--- src/rtl/bcp_pkg.sv ---
// Shared types and defaults for the implication queue.
// The entry type is sized for the default index width.
package bcp_pkg;

    localparam int unsigned IDX_W_DEF = 3;
    localparam int unsigned DEPTH_DEF = 8;

    typedef enum logic {
        ST_RUN  = 1'b0,
        ST_HALT = 1'b1
    } state_e;

    typedef struct packed {
        logic [IDX_W_DEF-1:0] idx;
        logic                 val;
    } entry_t;

endpackage

--- src/rtl/impl_fifo_mem.sv ---
// Entry storage for implication_fifo: synchronous write, asynchronous (show-ahead) read.
// Contents are not reset; the pointers in the parent decide what is valid.
module impl_fifo_mem #(
    parameter int unsigned DEPTH = 8,
    parameter int unsigned W     = 4,
    parameter int unsigned AW    = $clog2(DEPTH)
) (
    input  logic          clock,
    input  logic          i_we,
    input  logic [AW-1:0] i_waddr,
    input  logic [W-1:0]  i_wdata,
    input  logic [AW-1:0] i_raddr,
    output logic [W-1:0]  o_rdata
);

    logic [W-1:0] r_mem [DEPTH];

    always_ff @(posedge clock) begin
        if (i_we) begin
            r_mem[i_waddr] <= i_wdata;
        end
    end

    assign o_rdata = r_mem[i_raddr];

endmodule

--- src/rtl/implication_fifo.sv ---
// Queue of implied variable assignments with conflict detection against an assignment table.
// Optional macro IMPL_FIFO_DUP_FILTER_EN: same-polarity repeat pushes are consumed without being stored.
module implication_fifo
    import bcp_pkg::*;
#(
    parameter int unsigned DEPTH = DEPTH_DEF,
    parameter int unsigned IDX_W = IDX_W_DEF
) (
    input  logic                     clock,
    input  logic                     reset_n,
    input  logic                     clear,
    input  logic                     push_valid,
    input  logic [IDX_W-1:0]         push_idx,
    input  logic                     push_val,
    output logic                     push_ready,
    output logic                     pop_valid,
    output logic [IDX_W-1:0]         pop_idx,
    output logic                     pop_val,
    input  logic                     pop_ready,
    output logic [$clog2(DEPTH):0]   count,
    output logic                     conflict,
    output logic [IDX_W-1:0]         conflict_idx,
    output logic                     overflow
);

    localparam int unsigned AW = $clog2(DEPTH);
    localparam int unsigned CW = AW + 1;
    localparam int unsigned NV = 1 << IDX_W;
    localparam int unsigned EW = IDX_W + 1;

    state_e            r_state;
    logic [AW-1:0]     r_wptr;
    logic [AW-1:0]     r_rptr;
    logic [CW-1:0]     r_count;
    logic [NV-1:0]     r_assigned;
    logic [NV-1:0]     r_value;
    logic              r_conflict;
    logic [IDX_W-1:0]  r_conflict_idx;
    logic              r_overflow;

    logic              w_push_fire;
    logic              w_pop_fire;
    logic              w_seen;
    logic              w_conflict_hit;
    logic              w_dup_hit;
    logic              w_write;
    logic              w_overflow_hit;
    logic [EW-1:0]     w_rdata;

    assign push_ready   = (r_state == ST_RUN) && (r_count < CW'(DEPTH));
    assign pop_valid    = (r_count != '0);
    assign count        = r_count;
    assign conflict     = r_conflict;
    assign conflict_idx = r_conflict_idx;
    assign overflow     = r_overflow;

    assign w_push_fire    = push_valid && push_ready;
    assign w_pop_fire     = pop_valid && pop_ready;
    assign w_seen         = r_assigned[push_idx];
    assign w_conflict_hit = w_push_fire && w_seen && (r_value[push_idx] != push_val);
`ifdef IMPL_FIFO_DUP_FILTER_EN
    assign w_dup_hit      = w_push_fire && w_seen && (r_value[push_idx] == push_val);
`else
    assign w_dup_hit      = 1'b0;
`endif
    assign w_write        = w_push_fire && !w_conflict_hit && !w_dup_hit;
    assign w_overflow_hit = push_valid && (r_state == ST_RUN) && (r_count == CW'(DEPTH));

    // Clear and reset both win over any push in flight, so the store is gated too.
    impl_fifo_mem #(
        .DEPTH (DEPTH),
        .W     (EW),
        .AW    (AW)
    ) u_mem (
        .clock   (clock),
        .i_we    (w_write && reset_n && !clear),
        .i_waddr (r_wptr),
        .i_wdata ({push_idx, push_val}),
        .i_raddr (r_rptr),
        .o_rdata (w_rdata)
    );

    assign pop_idx = w_rdata[EW-1:1];
    assign pop_val = w_rdata[0];

    always_ff @(posedge clock) begin
        if (!reset_n || clear) begin
            r_state        <= ST_RUN;
            r_wptr         <= '0;
            r_rptr         <= '0;
            r_count        <= '0;
            r_assigned     <= '0;
            r_value        <= '0;
            r_conflict     <= 1'b0;
            r_conflict_idx <= '0;
            r_overflow     <= 1'b0;
        end else begin
            case (r_state)
                ST_RUN:  if (w_conflict_hit) r_state <= ST_HALT;
                ST_HALT: r_state <= ST_HALT;
                default: r_state <= ST_RUN;
            endcase

            if (w_write) begin
                r_wptr               <= r_wptr + AW'(1);
                r_assigned[push_idx] <= 1'b1;
                r_value[push_idx]    <= push_val;
            end
            if (w_pop_fire) begin
                r_rptr <= r_rptr + AW'(1);
            end
            r_count <= r_count + CW'(w_write) - CW'(w_pop_fire);

            // Only the first conflict is recorded; later ones cannot occur once halted.
            if (w_conflict_hit && !r_conflict) begin
                r_conflict     <= 1'b1;
                r_conflict_idx <= push_idx;
            end
            if (w_overflow_hit) begin
                r_overflow <= 1'b1;
            end
        end
    end

endmodule

--- config.mk ---
export PLATFORM = sky130hd
export DESIGN_NAME = implication_fifo
export DESIGN_NICKNAME = d
export VERILOG_FILES = /design/src/rtl/bcp_pkg.sv /design/src/rtl/impl_fifo_mem.sv /design/src/rtl/implication_fifo.sv
export SDC_FILE = /design/constraint.sdc
export NUM_CORES = 1
export LEC_CHECK = 0
export CAP_MARGIN = 20
export CORE_MARGIN = 2
export CORE_UTILIZATION = 35
export DETAILED_ROUTE_END_ITERATION = 10
export PLACE_DENSITY_LB_ADDON = 0.1
export SLEW_MARGIN = 15
export SYNTH_ARGS = -nofsm -noshare
export SYNTH_HDL_FRONTEND = slang
export SYNTH_SLANG_ARGS = --single-unit
--- constraint.sdc ---
create_clock -name clock -period 3.9 [get_ports clock]
set_clock_uncertainty 0.2 [all_clocks]
set_input_delay 0.585 -clock clock [delete_from_list [all_inputs] [get_ports clock]]
set_output_delay 0.585 -clock clock [all_outputs]
set_load 0.01 [all_outputs]
==> results of run 1 <==
[flip-flops by register name (all words and copies together) (netlist names), named ones only]
| register | cells |
|---|---|
| overflow | 1 |
| count | 4 |
| r_assigned | 8 |
| r_rptr | 3 |
| u_mem.r_mem | 32 |
| conflict | 1 |
| r_state | 1 |
| r_value | 8 |
| r_wptr | 3 |
| conflict_idx | 3 |
[power breakdown]
part / leakage, nW / internal (mW) / switching (mW)
clock: 0.110 / 0.364 / 0.275
combinational: 0.610 / 0.106 / 0.110
sequential: 0.571 / 0.750 / 0.0181
[Yosys cell counts, types with 2 or more instances]
master	instances	area [um^2]
a2111o_1	2	22.5
a21o_1	2	15.0
a21oi_1	17	85.1
buf_4	2	15.0
buf_6	2	22.5
clkbuf_1	4	15.0
clkbuf_8	3	41.3
dfxtp_1	35	701
edfxtp_1	32	961
ha_1	8	100
inv_1	19	71.3
mux2_2	4	45.0
mux2i_1	16	160
mux4_2	9	203
nand2_1	15	56.3
nand2b_1	6	37.5
nand3_1	7	35.0
nor2_1	16	60.1
nor3_1	4	20.0
nor4_1	3	18.8
o2111ai_1	5	43.8
o211ai_1	2	15.0
o21a_1	2	15.0
o41ai_1	3	26.3
or3b_2	2	17.5
or4b_1	2	20.0
xor2_1	3	26.3
[worst max-delay path by stage]
stage	from	to	slack [ns]	cells past startpoint
2_1_floorplan	push_idx[0]	count[2]$_SDFF_PP0_	0.75	12
3_3_place_gp	push_idx[1]	count[2]$_SDFF_PP0_	0.20	11
3_5_place_dp	push_idx[1]	count[2]$_SDFF_PP0_	0.19	11
4_1_cts	push_idx[1]	count[3]$_SDFF_PP0_	0.57	11
5_1_grt	push_idx[1]	count[3]$_SDFF_PP0_	0.31	12
6_report	push_idx[1]	count[3]$_SDFF_PP0_	0.58	11
[worst min-delay path: stages (launching register included)]
cell     delay (ns)
dfxtp_1        0.31
inv_1          0.04
a21oi_1        0.05
[area by class of cell]
type | count | area (um^2)
well taps | 105 | 131
clock inverters | 7 | 98.8
inverters | 19 | 71.3
repair buffers | 39 | 363
fillers | 794 | 4650
clock buffers | 9 | 124
multi-input cells | 142 | 1160
flip-flops and latches | 67 | 1660
[routing by layer]
| metal | vias to the layer above | wire, um | track usage (%) |
|---|---|---|---|
| met2 | 24 | 3030 | 24.4 |
| li1 | 960 | - | - |
| met1 | 919 | 2890 | 19.7 |
| met4 | 0 | 102 | 5.99 |
| met3 | 9 | 183 | 3.96 |
| met5 | - | 0 | 0 |
[through the flow]
stage | setup WS (ns) | util [%] | cell area, um^2
CTS | 0.571 | 43.7 | 3610
global placement | 0.197 | 41.0 | 3380
global route | 0.314 | 43.7 | 3610
finish | 0.583 | 43.7 | 3610
floorplan | 0.752 | - | 2990
detailed placement | 0.188 | 41.0 | 3380
[kinds of logic (layout without fill, tap and decap cells)]
family / after synthesis / in the layout / synth area share (%)
flip-flops: 67 / 67 / 55.6
AND/OR/NAND/NOR: 61 / 61 / 10.5
AO/OA/AOI/OAI: 38 / 38 / 8.84
buffers and inverters: 31 / 74 / 5.69
multiplexers: 29 / 29 / 13.7
adder cells (fa/ha/maj): 9 / 9 / 4.02
XOR/XNOR: 5 / 5 / 1.72
==> results.json, run 1 <==
{
  "outcome": "finished, final reports clean",
  "worst_path_most_repeated_cell": "ha_1",
  "diodes": 0,
  "whs_ns": 0.245,
  "wl_per_cell_um": 16.0,
  "min_path_cells": 2,
  "viasPerCell": 4.93,
  "io_buffers": 23,
  "rrSetupSlack_ns": 1.18,
  "p_leak_nw": 1.29,
  "grt_max_degree": 22,
  "critPathTopFamily": "buffers and inverters",
  "cts_tree": "yes",
  "end_kind": "flop",
  "arrival_ns": 3.34,
  "die-height_um": 96.4,
  "post_cts_buffers": 0,
  "dp_cells": 372,
  "first_pass_iters": 4,
  "core_um2": 8260,
  "fmax_mhz": 301,
  "relSlewSlack_pct": 59.5,
  "yosysUniqueCellTypes": 42,
  "post_cts_resized": 0,
  "finalSetupViolCount": 0,
  "drive_above_1_share_pct": 17.3,
  "synth_nets": 258,
  "fp.dieW_um": 96.4,
  "power_density_nw_per_um2": 450,
  "clock-root-buffer": "clkbuf_8",
  "area_delta_synth_final_pct": 20.7,
  "finalSetupTns_ns": 0,
  "grt_pass1_vias": 1917,
  "synth_edf_count": 32,
  "path_buf_inv": 2,
  "ctsHoldBuffers": 0,
  "layout_common_cells": "35 x dfxtp_1, 32 x edfxtp_1, 23 x clkdlybuf4s50_1, 19 x inv_1, 17 x a21oi_1",
  "final_cells": 388,
  "row_count": 33,
  "gp_congestion": 0.750,
  "vdd_drop_max_v": 0.000301,
  "reg2reg_depth": 11,
  "drc": 0,
  "hp-start": "r_assigned[7]$_SDFFE_PP0P_",
  "syn-instance-count": 240,
  "antenna_found_initial": 0,
  "worstReg2RegEnd": "count[3]$_SDFF_PP0_",
  "worstPathRequired_ns": 3.92,
  "cts.sinks": 67,
  "timing.rr.start": "r_value[7]$_SDFFE_PP0P_",
  "ys_seq_area_share_pct": 55.6,
  "synthFlopType": "dfxtp_1",
  "grt_overflow": 0,
  "min_to": "r_assigned[7]$_SDFFE_PP0P_",
  "ctsLongestPathBuffers": 2,
  "worst_pin_slew_ns": 0.591,
  "slew_violations": 0,
  "cts_made_buffers": 9,
  "place_hpwl_mm": 4.46,
  "worstSetupPathType": "input pin to flop",
  "final_common_cell": "dfxtp_1",
  "crit_slowest_cell": "clkdlybuf4s50_1",
  "synth_area_per_cell_um2": 12.4,
  "synth-warning-count": 0,
  "vias": 1912,
  "pin_count": 24,
  "finalCritPeriodShare_pct": 85.1,
  "clkTransAtPathRegs_ns": 0.07,
  "grt_first_pass_wirelength_mm": 10.2,
  "min_period_ns": 3.32,
  "dieArea_um2": 9290,
  "worstPathMaxFanout": 10,
  "max_stage_delay_ns": 0.71,
  "grt_usage_pct": 15.2,
  "power_mw": 1.62,
  "nNetsFinal": 296,
  "wirelength_mm": 6.20,
  "initial_core_util_pct": 36.2,
  "crit_chain": "clkdlybuf4s50_1 -> mux4_2 -> xor2_2 -> o21ai_1 -> ha_1 -> inv_1 -> ha_1 -> a21o_1 -> a21oi_1 -> xnor2_1 -> nor2_1",
  "final_hold_viol_count": 0,
  "synth-seq-cells": 67,
  "hp-class": "flop to flop",
  "h-tree-depth": 3,
  "cap_violations": 0,
  "detail-route-antenna-nets": 0,
  "async_reset_ff_share_pct": 0,
  "insertion_delay_ns": 0.34,
  "rsz0062_at_grt": "false",
  "drt_iter0_drc": 43,
  "start_kind": "input pin",
  "netlist_area_um2": 2990
}
Note: power is estimated with default switching activity, not from simulation.
==> inputs of run 2 (changes only) <==
--- a/config.mk
+++ b/config.mk
@@ -6,6 +6,7 @@
 export NUM_CORES = 1
 export LEC_CHECK = 0
 export CAP_MARGIN = 20
+export CORE_ASPECT_RATIO = 0.7
 export CORE_MARGIN = 2
 export CORE_UTILIZATION = 35
 export DETAILED_ROUTE_END_ITERATION = 10
==> results.json, run 2 (same netlist as run 1, synthesis figures left out) <==
{
  "outcome": "finished, final reports clean",
  "ctsLongestPathBuffers": 2,
  "cts.sinks": 67,
  "wirelength_mm": 6.34,
  "post_cts_buffers": 0,
  "cap_violations": 0,
  "grtUsageMet3_pct": 5.15,
  "start_kind": "input pin",
  "cts_tree": "yes",
  "final_common_cell": "dfxtp_1",
  "post_cts_resized": 0,
  "fp.dieW_um": 114,
  "viasPerCell": 5.06,
  "finalSetupViolCount": 0,
  "drt_iter0_drc": 140,
  "power_density_nw_per_um2": 483,
  "finalSetupTns_ns": 0,
  "largest_reg_flops": 32,
  "grt_usage_pct": 14.9,
  "io_buffers": 23,
  "pre_cts_slack_ns": 0.153,
  "die-height_um": 81.3,
  "drive_above_1_share_pct": 17.3,
  "setup_ws_ns": 0.498,
  "core_um2": 8370,
  "initial_core_util_pct": 35.7,
  "drc": 0,
  "vias": 1968,
  "grt_overflow": 0,
  "antenna_found_initial": 0,
  "min_period_ns": 3.40,
  "wl_per_cell_um": 16.3,
  "dieArea_um2": 9300,
  "insertion_delay_ns": 0.33,
  "grt_max_degree": 17,
  "clkTransAtPathRegs_ns": 0.05,
  "relSlewSlack_pct": 60.2,
  "worstPathRequired_ns": 3.90,
  "h-tree-depth": 3,
  "dp_cells": 373,
  "multi_input_area_um2": 1160,
  "cts_made_buffers": 9,
  "grt_pass1_vias": 1820,
  "grt_first_pass_wirelength_mm": 9.95,
  "place_hpwl_mm": 4.56,
  "fill_cells": 780,
  "hp-class": "flop to flop",
  "clock-root-buffer": "clkbuf_16",
  "worstPathMaxFanout": 7,
  "layout_common_cells": "35 x dfxtp_1, 32 x edfxtp_1, 23 x clkdlybuf4s50_1, 19 x inv_1",
  "whs_ns": 0.244,
  "ctsHoldBuffers": 0,
  "gp_congestion": 0.745,
  "nNetsFinal": 297,
  "row_count": 28,
  "area_delta_synth_final_pct": 22.9,
  "diodes": 0,
  "top_regs": "u_mem.r_mem: 32 flops, r_assigned: 8 flops, r_value: 8 flops",
  "worstSetupPathType": "input pin to flop",
  "first_pass_iters": 4,
  "p_leak_nw": 1.31,
  "busiest_layer": "met1",
  "final_cells": 389,
  "slew_violations": 0,
  "largest-register": "u_mem.r_mem",
  "rsz0062_at_grt": "false",
  "worst_pin_slew_ns": 0.580,
  "met2_usage_pct": 20.1,
  "end_kind": "flop",
  "final_hold_viol_count": 0,
  "register_area_um2": 1660,
  "vdd_drop_max_v": 0.000284,
  "arrival_ns": 3.40,
  "power_mw": 1.77,
  "met1_usage_pct": 21.8,
  "fmax_mhz": 294,
  "detail-route-antenna-nets": 0,
  "pin_count": 24,
  "finalCritPeriodShare_pct": 87.2
}
==> run 2: path summary, 6_finish.rpt <==
check        cells after the start  slack (ns)                        from                    endpoint
max                             12        0.50                 push_idx[0]         count[3]$_SDFF_PP0_
min                              2        0.24  r_assigned[2]$_SDFFE_PP0P_  r_assigned[2]$_SDFFE_PP0P_
max reg2reg                     11        1.14     r_value[6]$_SDFFE_PP0P_         count[3]$_SDFF_PP0_
min reg2reg                      2        0.24  r_assigned[2]$_SDFFE_PP0P_  r_assigned[2]$_SDFFE_PP0P_
==> run 2: per-layer routing <==
metal | part of all wire, % | up-vias | routed length, um
met1 | 55 | 966 | 3470
li1 | - | 959 | -
met3 | 3.8 | 9 | 238
met4 | 1.5 | 0 | 92
met5 | 0 | - | 0
met2 | 40 | 34 | 2550
==> run 2: layout make-up <==
type / instances / area share (%)
tap: 105 / 3.58
sequential: 67 / 45.2
inverter: 19 / 1.94
clock buffer: 9 / 6.13
multi-input combinational: 142 / 31.5
timing repair buffer: 40 / 9.74
clock inverter: 7 / 1.87
==> run 2: worst max-delay path, cell delays in order <==
cell and delay [ns]:
clkdlybuf4s50_1 0.67, mux2i_1 0.13, mux4_2 0.56, xor2_2 0.18, o21ai_1 0.19, ha_1 0.23, inv_1 0.06, ha_1 0.26
a21o_1 0.17, a21oi_1 0.17, xnor2_1 0.13, nor2_1 0.05
==> run 2: where the power goes <==
| group | switching, mW | total, mW | leakage [nW] | internal (mW) |
|---|---|---|---|---|
| sequential | 0.0178 | 0.770 | 0.571 | 0.752 |
| clock | 0.296 | 0.787 | 0.131 | 0.490 |
| combinational | 0.111 | 0.217 | 0.610 | 0.106 |
| total | 0.425 | 1.77 | 1.31 | 1.35 |
==> run 2: metrics by stage <==
stage               utilization (%)  instance area [um^2]
finish                         43.9                  3670
global route                   43.9                  3670
CTS                            43.9                  3670
detailed placement             40.3                  3380
global placement               40.3                  3380
floorplan                         -                  2990
==> inputs of run 3 (changes only) <==
==> constraint.sdc (replaced) <==
create_clock -name clock -period 3.9 [get_ports clock]
set_clock_uncertainty 0.2 [all_clocks]
set_input_delay 0.585 -clock clock [delete_from_list [all_inputs] [get_ports clock]]
set_output_delay 0.585 -clock clock [all_outputs]
set_load 0.005 [all_outputs]
==> results of run 3 <==
Same layout as run 2 (identical final DEF). Status: finished, final reports clean.
